**src/rtl/fetch_pkg.sv**
```systemverilog
// Shared definitions for the fetch stage: FSM state encoding, reset defaults
// for the PC and the bubble instruction, and the WAIT timeout counter width.
package fetch_pkg;

    typedef enum logic [1:0] {
        StReq    = 2'd0,
        StWait   = 2'd1,
        StHold   = 2'd2,
        StHalted = 2'd3
    } fetch_state_e;

    localparam logic [15:0] NopInstrDefault = 16'h0800;
    localparam logic [15:0] ResetPcDefault  = 16'h0000;
    localparam int unsigned WaitCntWidth    = 8;

    // Last aligned PC before pc+2 wraps to zero.
    function automatic logic pc_will_wrap(input logic [15:0] pc);
        return pc == 16'hFFFE;
    endfunction

endpackage

```
**src/rtl/fetch_ctrl_if.sv**
```systemverilog
// Instruction-memory handshake between the fetch stage and instruction memory.
//   mem_req  : single-cycle fetch request (fetch -> memory)
//   mem_addr : fetch address (fetch -> memory)
//   mem_ack  : mem_data valid this cycle (memory -> fetch)
//   mem_data : returned instruction word (memory -> fetch)
interface fetch_ctrl_if;

    logic        mem_req;
    logic [15:0] mem_addr;
    logic        mem_ack;
    logic [15:0] mem_data;

    modport master (
        output mem_req,
        output mem_addr,
        input  mem_ack,
        input  mem_data
    );

    modport slave (
        input  mem_req,
        input  mem_addr,
        output mem_ack,
        output mem_data
    );

endinterface

```
**src/rtl/fetch_skid_buf.sv**
```systemverilog
// One-entry holding buffer for a fetched word that arrived while decode was
// stalled. Flush has priority over load, load over drain.
//   clk, rst_n   : clock, async active-low reset
//   load_i       : capture instr_i / pc_plus2_i
//   flush_i      : discard the entry
//   drain_i      : entry consumed by the IF/ID register
//   valid_o, instr_o, pc_plus2_o : held entry
module fetch_skid_buf (
    input  logic        clk,
    input  logic        rst_n,
    input  logic        load_i,
    input  logic        flush_i,
    input  logic        drain_i,
    input  logic [15:0] instr_i,
    input  logic [15:0] pc_plus2_i,
    output logic        valid_o,
    output logic [15:0] instr_o,
    output logic [15:0] pc_plus2_o
);

    logic        valid_q, valid_d;
    logic [15:0] instr_q, instr_d;
    logic [15:0] pc_plus2_q, pc_plus2_d;

    always_comb begin
        valid_d    = valid_q;
        instr_d    = instr_q;
        pc_plus2_d = pc_plus2_q;
        if (flush_i) begin
            valid_d = 1'b0;
        end else if (load_i) begin
            valid_d    = 1'b1;
            instr_d    = instr_i;
            pc_plus2_d = pc_plus2_i;
        end else if (drain_i) begin
            valid_d = 1'b0;
        end
    end

    always_ff @(posedge clk or negedge rst_n) begin
        if (!rst_n) begin
            valid_q    <= 1'b0;
            instr_q    <= '0;
            pc_plus2_q <= '0;
        end else begin
            valid_q    <= valid_d;
            instr_q    <= instr_d;
            pc_plus2_q <= pc_plus2_d;
        end
    end

    assign valid_o    = valid_q;
    assign instr_o    = instr_q;
    assign pc_plus2_o = pc_plus2_q;

endmodule

```
**src/rtl/fetch_ctrl.sv**
```systemverilog
// Fetch-stage sequencer: owns the PC, runs the req/ack instruction-memory
// handshake and feeds the IF/ID register, honouring stalls, EX redirects and HALT.
//   clk, rst_n          : clock, async active-low reset
//   stall               : hold IF/ID outputs
//   redirect/redirect_pc: taken branch/jump resolved in EX
//   halt                : stop fetching
//   mem                 : instruction-memory handshake (master side)
//   if_valid/if_instr/if_pc_plus2 : IF/ID register
//   err                 : sticky timeout / PC wrap / misaligned redirect
module fetch_ctrl
    import fetch_pkg::*;
#(
    parameter logic [15:0]             RESET_PC  = ResetPcDefault,
    parameter logic [15:0]             NOP_INSTR = NopInstrDefault,
    parameter logic [WaitCntWidth-1:0] MAX_WAIT  = 8'd255
) (
    input  logic          clk,
    input  logic          rst_n,
    input  logic          stall,
    input  logic          redirect,
    input  logic [15:0]   redirect_pc,
    input  logic          halt,
    fetch_ctrl_if.master  mem,
    output logic          if_valid,
    output logic [15:0]   if_instr,
    output logic [15:0]   if_pc_plus2,
    output logic          err
);

    fetch_state_e            state_q, state_d;
    logic [15:0]             pc_q, pc_d;
    logic                    squash_q, squash_d;
    logic [WaitCntWidth-1:0] wait_cnt_q, wait_cnt_d;
    logic                    if_valid_q, if_valid_d;
    logic [15:0]             if_instr_q, if_instr_d;
    logic [15:0]             if_pc_plus2_q, if_pc_plus2_d;
    logic                    err_q, err_d;

    logic [15:0] pc_plus2;
    logic        redir_bad;
    logic        buf_load, buf_flush, buf_drain, buf_valid;
    logic [15:0] buf_instr, buf_pc_plus2;
    logic        new_vld;
    logic [15:0] new_instr, new_pc_plus2;

    assign pc_plus2  = pc_q + 16'd2;
    assign redir_bad = redirect & redirect_pc[0];

    // Request is combinational so a redirect/halt in REQ suppresses it the same cycle.
    assign mem.mem_req  = rst_n & (state_q == StReq) & ~redirect & ~halt;
    assign mem.mem_addr = pc_q;

    fetch_skid_buf u_skid_buf (
        .clk       (clk),
        .rst_n     (rst_n),
        .load_i    (buf_load),
        .flush_i   (buf_flush),
        .drain_i   (buf_drain),
        .instr_i   (mem.mem_data),
        .pc_plus2_i(pc_plus2),
        .valid_o   (buf_valid),
        .instr_o   (buf_instr),
        .pc_plus2_o(buf_pc_plus2)
    );

    always_comb begin
        state_d      = state_q;
        pc_d         = pc_q;
        squash_d     = squash_q;
        wait_cnt_d   = wait_cnt_q;
        err_d        = err_q;
        buf_load     = 1'b0;
        buf_flush    = 1'b0;
        buf_drain    = 1'b0;
        new_vld      = 1'b0;
        new_instr    = mem.mem_data;
        new_pc_plus2 = pc_plus2;

        unique case (state_q)
            StReq: begin
                if (redir_bad) begin
                    err_d   = 1'b1;
                    state_d = StHalted;
                end else if (redirect) begin
                    pc_d = redirect_pc;
                end else if (halt) begin
                    state_d = StHalted;
                end else begin
                    state_d    = StWait;
                    wait_cnt_d = '0;
                end
            end
            StWait: begin
                if (redir_bad) begin
                    err_d    = 1'b1;
                    squash_d = 1'b0;
                    state_d  = StHalted;
                end else if (mem.mem_ack) begin
                    if (squash_q || redirect) begin
                        // Wrong-path word: drop it, pc already holds (or takes) the target.
                        squash_d = 1'b0;
                        if (redirect) pc_d = redirect_pc;
                        state_d = StReq;
                    end else begin
                        pc_d = pc_plus2;
                        if (pc_will_wrap(pc_q)) err_d = 1'b1;
                        if (stall) begin
                            buf_load = 1'b1;
                            state_d  = StHold;
                        end else begin
                            new_vld = 1'b1;
                            state_d = StReq;
                        end
                    end
                end else begin
                    if (redirect) begin
                        pc_d     = redirect_pc;
                        squash_d = 1'b1;
                    end
                    if (wait_cnt_q == MAX_WAIT) begin
                        err_d   = 1'b1;
                        state_d = StHalted;
                    end else begin
                        wait_cnt_d = wait_cnt_q + WaitCntWidth'(1);
                    end
                end
            end
            StHold: begin
                if (redirect) begin
                    buf_flush = 1'b1;
                    if (redir_bad) begin
                        err_d   = 1'b1;
                        state_d = StHalted;
                    end else begin
                        pc_d    = redirect_pc;
                        state_d = StReq;
                    end
                end else if (!stall) begin
                    buf_drain    = 1'b1;
                    new_vld      = buf_valid;
                    new_instr    = buf_instr;
                    new_pc_plus2 = buf_pc_plus2;
                    state_d      = StReq;
                end
            end
            StHalted: begin
                // Terminal until reset; late acks are ignored.
            end
        endcase
    end

    // IF/ID register: redirect flushes and beats stall; otherwise it only moves when unstalled.
    always_comb begin
        if_valid_d    = if_valid_q;
        if_instr_d    = if_instr_q;
        if_pc_plus2_d = if_pc_plus2_q;
        if (redirect) begin
            if_valid_d = 1'b0;
            if_instr_d = NOP_INSTR;
        end else if (!stall) begin
            if (new_vld) begin
                if_valid_d    = 1'b1;
                if_instr_d    = new_instr;
                if_pc_plus2_d = new_pc_plus2;
            end else begin
                if_valid_d = 1'b0;
                if_instr_d = NOP_INSTR;
            end
        end
    end

    always_ff @(posedge clk or negedge rst_n) begin
        if (!rst_n) begin
            state_q       <= StReq;
            pc_q          <= RESET_PC;
            squash_q      <= 1'b0;
            wait_cnt_q    <= '0;
            if_valid_q    <= 1'b0;
            if_instr_q    <= NOP_INSTR;
            if_pc_plus2_q <= '0;
            err_q         <= 1'b0;
        end else begin
            state_q       <= state_d;
            pc_q          <= pc_d;
            squash_q      <= squash_d;
            wait_cnt_q    <= wait_cnt_d;
            if_valid_q    <= if_valid_d;
            if_instr_q    <= if_instr_d;
            if_pc_plus2_q <= if_pc_plus2_d;
            err_q         <= err_d;
        end
    end

    assign if_valid    = if_valid_q;
    assign if_instr    = if_instr_q;
    assign if_pc_plus2 = if_pc_plus2_q;
    assign err         = err_q;

endmodule

```
**src/flat_wrapper.sv**
```systemverilog
// flat-port wrapper written by rule: the top's interface ports become plain ports
module fetch_ctrl_flat import fetch_pkg::*;
#(
    parameter logic [15:0]             RESET_PC  = ResetPcDefault,
    parameter logic [15:0]             NOP_INSTR = NopInstrDefault,
    parameter logic [WaitCntWidth-1:0] MAX_WAIT  = 8'd255
)
  (clk, rst_n, stall, redirect, redirect_pc, halt, if_valid, if_instr, if_pc_plus2, err, mem_mem_req, mem_mem_addr, mem_mem_ack, mem_mem_data);
  fetch_ctrl_if mem_i ();
  input  logic clk;
  input  logic rst_n;
  input  logic stall;
  input  logic redirect;
  input  logic [15:0] redirect_pc;
  input  logic halt;
  output logic if_valid;
  output logic [15:0] if_instr;
  output logic [15:0] if_pc_plus2;
  output logic err;
  output wire logic [$bits(mem_i.mem_req)-1:0] mem_mem_req;
  output wire logic [$bits(mem_i.mem_addr)-1:0] mem_mem_addr;
  input wire logic [$bits(mem_i.mem_ack)-1:0] mem_mem_ack;
  input wire logic [$bits(mem_i.mem_data)-1:0] mem_mem_data;
  assign mem_mem_req = mem_i.mem_req;
  assign mem_mem_addr = mem_i.mem_addr;
  assign mem_i.mem_ack = mem_mem_ack;
  assign mem_i.mem_data = mem_mem_data;
  fetch_ctrl #(.RESET_PC(RESET_PC), .NOP_INSTR(NOP_INSTR), .MAX_WAIT(MAX_WAIT)) u_core (.clk(clk), .rst_n(rst_n), .stall(stall), .redirect(redirect), .redirect_pc(redirect_pc), .halt(halt), .mem(mem_i), .if_valid(if_valid), .if_instr(if_instr), .if_pc_plus2(if_pc_plus2), .err(err));
endmodule
```
**config.mk**
```make
export PLATFORM = sky130hd
export DESIGN_NAME = fetch_ctrl_flat
export DESIGN_NICKNAME = d
export VERILOG_FILES = /design/src/rtl/fetch_pkg.sv /design/src/rtl/fetch_ctrl_if.sv /design/src/rtl/fetch_skid_buf.sv /design/src/rtl/fetch_ctrl.sv /design/src/flat_wrapper.sv
export SDC_FILE = /design/constraint.sdc
export NUM_CORES = 1
export LEC_CHECK = 0
export CAP_MARGIN = 5
export CORE_MARGIN = 3
export CORE_UTILIZATION = 50
export DETAILED_ROUTE_END_ITERATION = 6
export GPL_TIMING_DRIVEN = 0
export HOLD_SLACK_MARGIN = 0.05
export PLACE_DENSITY_LB_ADDON = 0.12
export SLEW_MARGIN = 20
export SYNTH_ARGS = -nofsm -noshare
export SYNTH_HDL_FRONTEND = slang
export SYNTH_SLANG_ARGS = --single-unit
```
**constraint.sdc**
```tcl
create_clock -name clk -period 5.2 [get_ports clk]
set_input_delay 1.04 -clock clk [delete_from_list [all_inputs] [get_ports clk]]
set_output_delay 1.04 -clock clk [all_outputs]
set_load 0.05 [all_outputs]
```
After elaboration in Yosys (flattened, before gate mapping)
Index checks and enable logic that the tools add are counted.
{"block": "totals", "regBits": 94, "in_bits": 38, "output_inout_bits": 51, "elab_cells": 119}
{"block": "op_classes", "add_sub_neg": 2, "eq_ne": 19, "mux": 66, "n_bitwise": 8, "reduce_logical": 13}
{"op": "$mux W16", "count": 12}
{"op": "$mux W8", "count": 6}
{"op": "$pmux W16 S3", "count": 1}
{"op": "$mux W1", "count": 32}
{"op": "$mux W2", "count": 11}
{"op": "$add A16 B2 Y16 const B", "count": 1}
{"op": "$eq A16 B16 Y1 const B", "count": 1}
{"op": "$ne A2 B2 Y1 const B", "count": 8}
{"op": "$pmux W8 S2", "count": 1}
{"op": "$reduce_and A5 Y1", "count": 2}
{"op": "$reduce_bool A3 Y1", "count": 3}
{"op": "$add A8 B1 Y8 const B", "count": 1}
{"op": "$eq A8 B8 Y1 const B", "count": 1}
{"op": "$ne A4 B2 Y1 const B", "count": 2}
{"op": "$reduce_and A7 Y1", "count": 1}
{"op": "$pmux W2 S3", "count": 1}
{"op": "$reduce_and A3 Y1", "count": 2}
{"op": "$and A1 B1 Y1", "count": 4}
{"op": "$ne A4 B3 Y1 const B", "count": 1}
{"op": "$not A1 Y1", "count": 4}
{"op": "$reduce_and A4 Y1", "count": 1}
{"op": "$ne A3 B1 Y1 const B", "count": 1}
{"op": "$ne A3 B2 Y1 const B", "count": 1}
{"op": "$ne A3 B3 Y1 const B", "count": 1}
{"op": "other kinds (9)", "count": 9}

Longest topological paths before layout
{"block": "logic_depth", "word_depth": 8, "depth_mapped": 10, "ltp_nobuf": 7}

Hierarchy
From an unflattened synthesis, not the netlist that was laid out.
{"block": "hier_totals", "cells_unflattened": 466, "area_unflattened_um2": 4939.7}
{"mod": "fetch_ctrl", "instances": 1, "cells_each": 393, "area_each_um2": 3540.9, "seq_area_each_um2": 1527.7}
{"mod": "fetch_skid_buf", "instances": 1, "cells_each": 73, "area_each_um2": 1398.8, "seq_area_each_um2": 825.8}

Worst setup path before layout
No wires, ideal clock.
{"block": "synth_path", "path_type": "input to output", "start": "in redirect", "end": "out mem_mem_req", "arrival_ns": 2.899, "required_time_ns": 4.160, "setup_slack_ns": 1.261, "cell_stages": 3, "path_buffers": 2, "path_cell_list": "buf_6 -> clkbuf_1 -> nor4bb_1"}
{"block": "synth_between", "elab_chain_cells": 3}
{"item": "from (decl)", "line": "flat_wrapper.sv:13", "source": "input logic redirect;"}
{"item": "$not A1 Y1", "line": "fetch_ctrl.sv:50", "source": "assign mem.mem_req = rst_n & (state_q == StReq) & ~redirect & ~halt;"}
{"item": "$and A1 B1 Y1 (2 in a row)", "line": "fetch_ctrl.sv:50"}
{"item": "to (decl)", "line": "flat_wrapper.sv:20", "source": "output wire logic [$bits(mem_i.mem_req)-1:0] mem_mem_req;"}
Every way passes these cells.

Final worst setup path
{"block": "layout_path", "start": "in halt", "end": "out mem_mem_req"}
{"block": "layout_between", "elab_chain_cells": 2}
{"item": "from (decl)", "line": "flat_wrapper.sv:15", "source": "input logic halt;"}
{"item": "$not A1 Y1", "line": "fetch_ctrl.sv:50"}
{"item": "$and A1 B1 Y1", "line": "fetch_ctrl.sv:50"}
Every way passes these cells.

==> run_results.csv <==
group,metric,value,unit
clock_network,cts_hold_buf,0,
placed_design,dpl-instance-area,5700,µm²
synth,synthesis.area,4670,µm²
pwr,peakVddDrop,0.309,mV
synth,yosysTopAreaCell,"dfrtp_1",
synth,syn_nets,522,
clock_network,cts.sinks,94,
cells_and_area,final_area,5940,µm²
synth,synth_area_per_cell,9.78,µm²
clock_network,numCtsBuffers,9,
cells_and_area,finalNetCount,620,
pwr,leakagePower,2.59,nW
sta,clock.fmax,0.268,GHz
grt,antenna_found_initial,0,
sta,skew,13.4,ps
worst_setup_path,worstPathMaxFanout,4,
cells_and_area,regArea,2350,µm²
drt,wl_per_cell,16.8,µm
die,die_w,103,µm
sta,report.final.slew_viol_count,0,
synth,yosysUniqueCellTypes,53,
clock_network,cts_buffer_depth,2,
sta,finalSetupViolCount,0,
clock_network,clkTransAtPathRegs,90,ps
pwr,p_per_area,562,nW/µm²
die,die-area,10500,µm²
clock_network,insertion_delay,370,ps
die,core_area,8890,µm²
synth,synth_area_leaders,"dfrtp_1, o21ai_0, nand2_1",
die,die_h,103,µm
worst_setup_path,cp.arrival,2690,ps
cells_and_area,final_cell_mix,"dfrtp_1, clkdlybuf4s50_1, nand2_1",
run_status,status,"complete, no violations",
worst_setup_path,crit_path_end_kind,"output port",
sta,slew_headroom,49.0,%
synth,yosysWarningCount,0,
grt,overflow,0,
clock_network,post_cts_buffers,0,
cells_and_area,layout_commonest_cell,"dfrtp_1",
synth,synthCells,478,
clock_network,htree_levels,3,
clock_network,clock-root-buffer,"clkbuf_8",
drt,drtIter0Drc,205,
placed_design,dp_slack,1450,ps
die,ios,89,
sta,hold_viol,0,
cells_and_area,final_core_util,66.8,%
worst_setup_path,start_kind,"input pin",
drt,dr.pass1.iters,5,
grt,grt_max_degree,69,
sta,period_share,71.7,%
die,initial_core_util,52.6,%
clock_network,cts_tree,"yes",
sta,worst_slack,1470,ps
synth,ys_seq_elements,94,
cells_and_area,n_fill_cell,738,
grt,grt_usage,23.3,%
grt,grt_pass1_vias,3875,
sta,rsz0062_at_grt,"false",
die,row_count,34,
worst_setup_path,critical_path_class,"in2out",
placed_design,gp_congestion,0.866,
synth,synth_edf_count,0,
cells_and_area,multiInputGateArea,2140,µm²
sta,post-route-min-period,3730,ps
worst_hold_path,holdCritPathClass,"reg2reg",
cells_and_area,area_delta_synth_final,27.1,%
synth,synthFlopType,"dfrtp_1",
cells_and_area,diodes,0,
clock_network,cts-resized-gates,0,
drt,drc,0,
drt,routed_wl,11500,µm
cells_and_area,drive_gt1_share,8.97,%
drt,via_per_inst,5.77,
drt,num_vias,3968,
drt,antenna_left,0,
synth,synthDominantCellAreaShare,49.8,%
synth,async_reset_ff_share,100,%
worst_setup_path,cp.required,4160,ps
synth,yosysSeqAreaShare,50.3,%
placed_design,io_buffers,86,
flow_run,cap_violations,0,
grt,grt_pass1_wl,19200,µm
placed_design,dp.final_hpwl,8330,µm
sta,tightest_slew,765,ps
## worst max-delay path: stages
cell and delay [ps]:
clkdlybuf4s50_1 470, nor4bb_1 310, clkdlybuf4s50_1 860
## kinds of logic after synthesis
| logic type | Yosys count | synth area share (%) |
|---|---|---|
| AOI/OAI and AO/OA | 125 | 16.0 |
| xor gates and xnor gates | 13 | 2.44 |
| adders and majority gates | 6 | 1.61 |
| buffers and inverters | 40 | 3.88 |
| DFF | 94 | 50.3 |
| muxes | 43 | 9.74 |
| and+or+nand+nor | 157 | 16.0 |
## cell type report
| type | instances | area share [%] |
|---|---|---|
| plain buffers | 28 | 2.30 |
| clock inverters | 6 | 1.98 |
| inverters | 12 | 0.758 |
| clock buffers | 9 | 2.09 |
| well taps | 108 | 2.27 |
| multi-input cells | 344 | 36.0 |
| flip-flops and latches | 94 | 39.6 |
| repair buffers | 87 | 15.0 |
## state kept, by name (all words and copies together) (netlist names), 2 cells and up
name / flops
u_core.u_skid_buf.instr_o: 16
u_core.state_q: 2
u_core.wait_cnt_q: 8
u_core.if_pc_plus2: 16
u_core.mem.mem_addr: 16
u_core.if_instr: 16
u_core.u_skid_buf.pc_plus2_o: 16
## per-stage QoR
step	std cells	hold slack, ps	TNS, ps	power (mW)
floorplan	478	449	0	2.24
global placement	672	458	-35990	2.71
detailed placement	673	465	0	2.76
CTS	688	479	0	3.35
global route	688	502	0	3.55
finish	688	482	0	3.34
## power breakdown
| part | internal [mW] | total (mW) | switching (mW) | leakage, nW |
|---|---|---|---|---|
| combinational | 0.583 | 1.56 | 0.977 | 1.25 |
| sequential | 0.984 | 1.19 | 0.205 | 1.22 |
| clock | 0.322 | 0.592 | 0.270 | 0.118 |
| total | 1.89 | 3.34 | 1.45 | 2.59 |
## worst paths after layout
kind / startpoint / cells after the start / slack, ps / endpoint
max: halt / 3 / 1470 / mem_mem_req
min: u_core.if_instr[11]$_DFFE_PN1P_ / 2 / 480 / u_core.if_instr[11]$_DFFE_PN1P_
max reg2reg: u_core.state_q[1]$_DFFE_PN0P_ / 9 / 2410 / u_core.mem.mem_addr[3]$_DFFE_PN0P_
min reg2reg: u_core.if_instr[11]$_DFFE_PN1P_ / 2 / 480 / u_core.if_instr[11]$_DFFE_PN1P_
max in group asynchronous: rst_n / 2 / 4030 / u_core.if_instr[11]$_DFFE_PN1P_
min in group asynchronous: rst_n / 1 / 520 / u_core.if_instr[8]$_DFFE_PN0P_
## cell usage after synthesis (10+ instances only)
| master | instances |
|---|---|
| nand2_1 | 67 |
| nor3_1 | 10 |
| dfrtp_1 | 93 |
| o21ai_0 | 64 |
| nor2_1 | 29 |
| mux2_2 | 20 |
| a21oi_1 | 16 |
| inv_1 | 11 |
| clkbuf_1 | 18 |
| nand3_1 | 11 |
| mux2i_1 | 23 |
## layer usage
metal  GRT usage [%]  vias to the layer above  wire [µm]
met4            5.65                        0        114
met3            4.74                       11        628
met2            36.0                      118       5420
met5               0                        -          0
met1            34.0                     1946       5370
li1                -                     1893          -
Note: power is estimated with default switching activity, not from simulation.
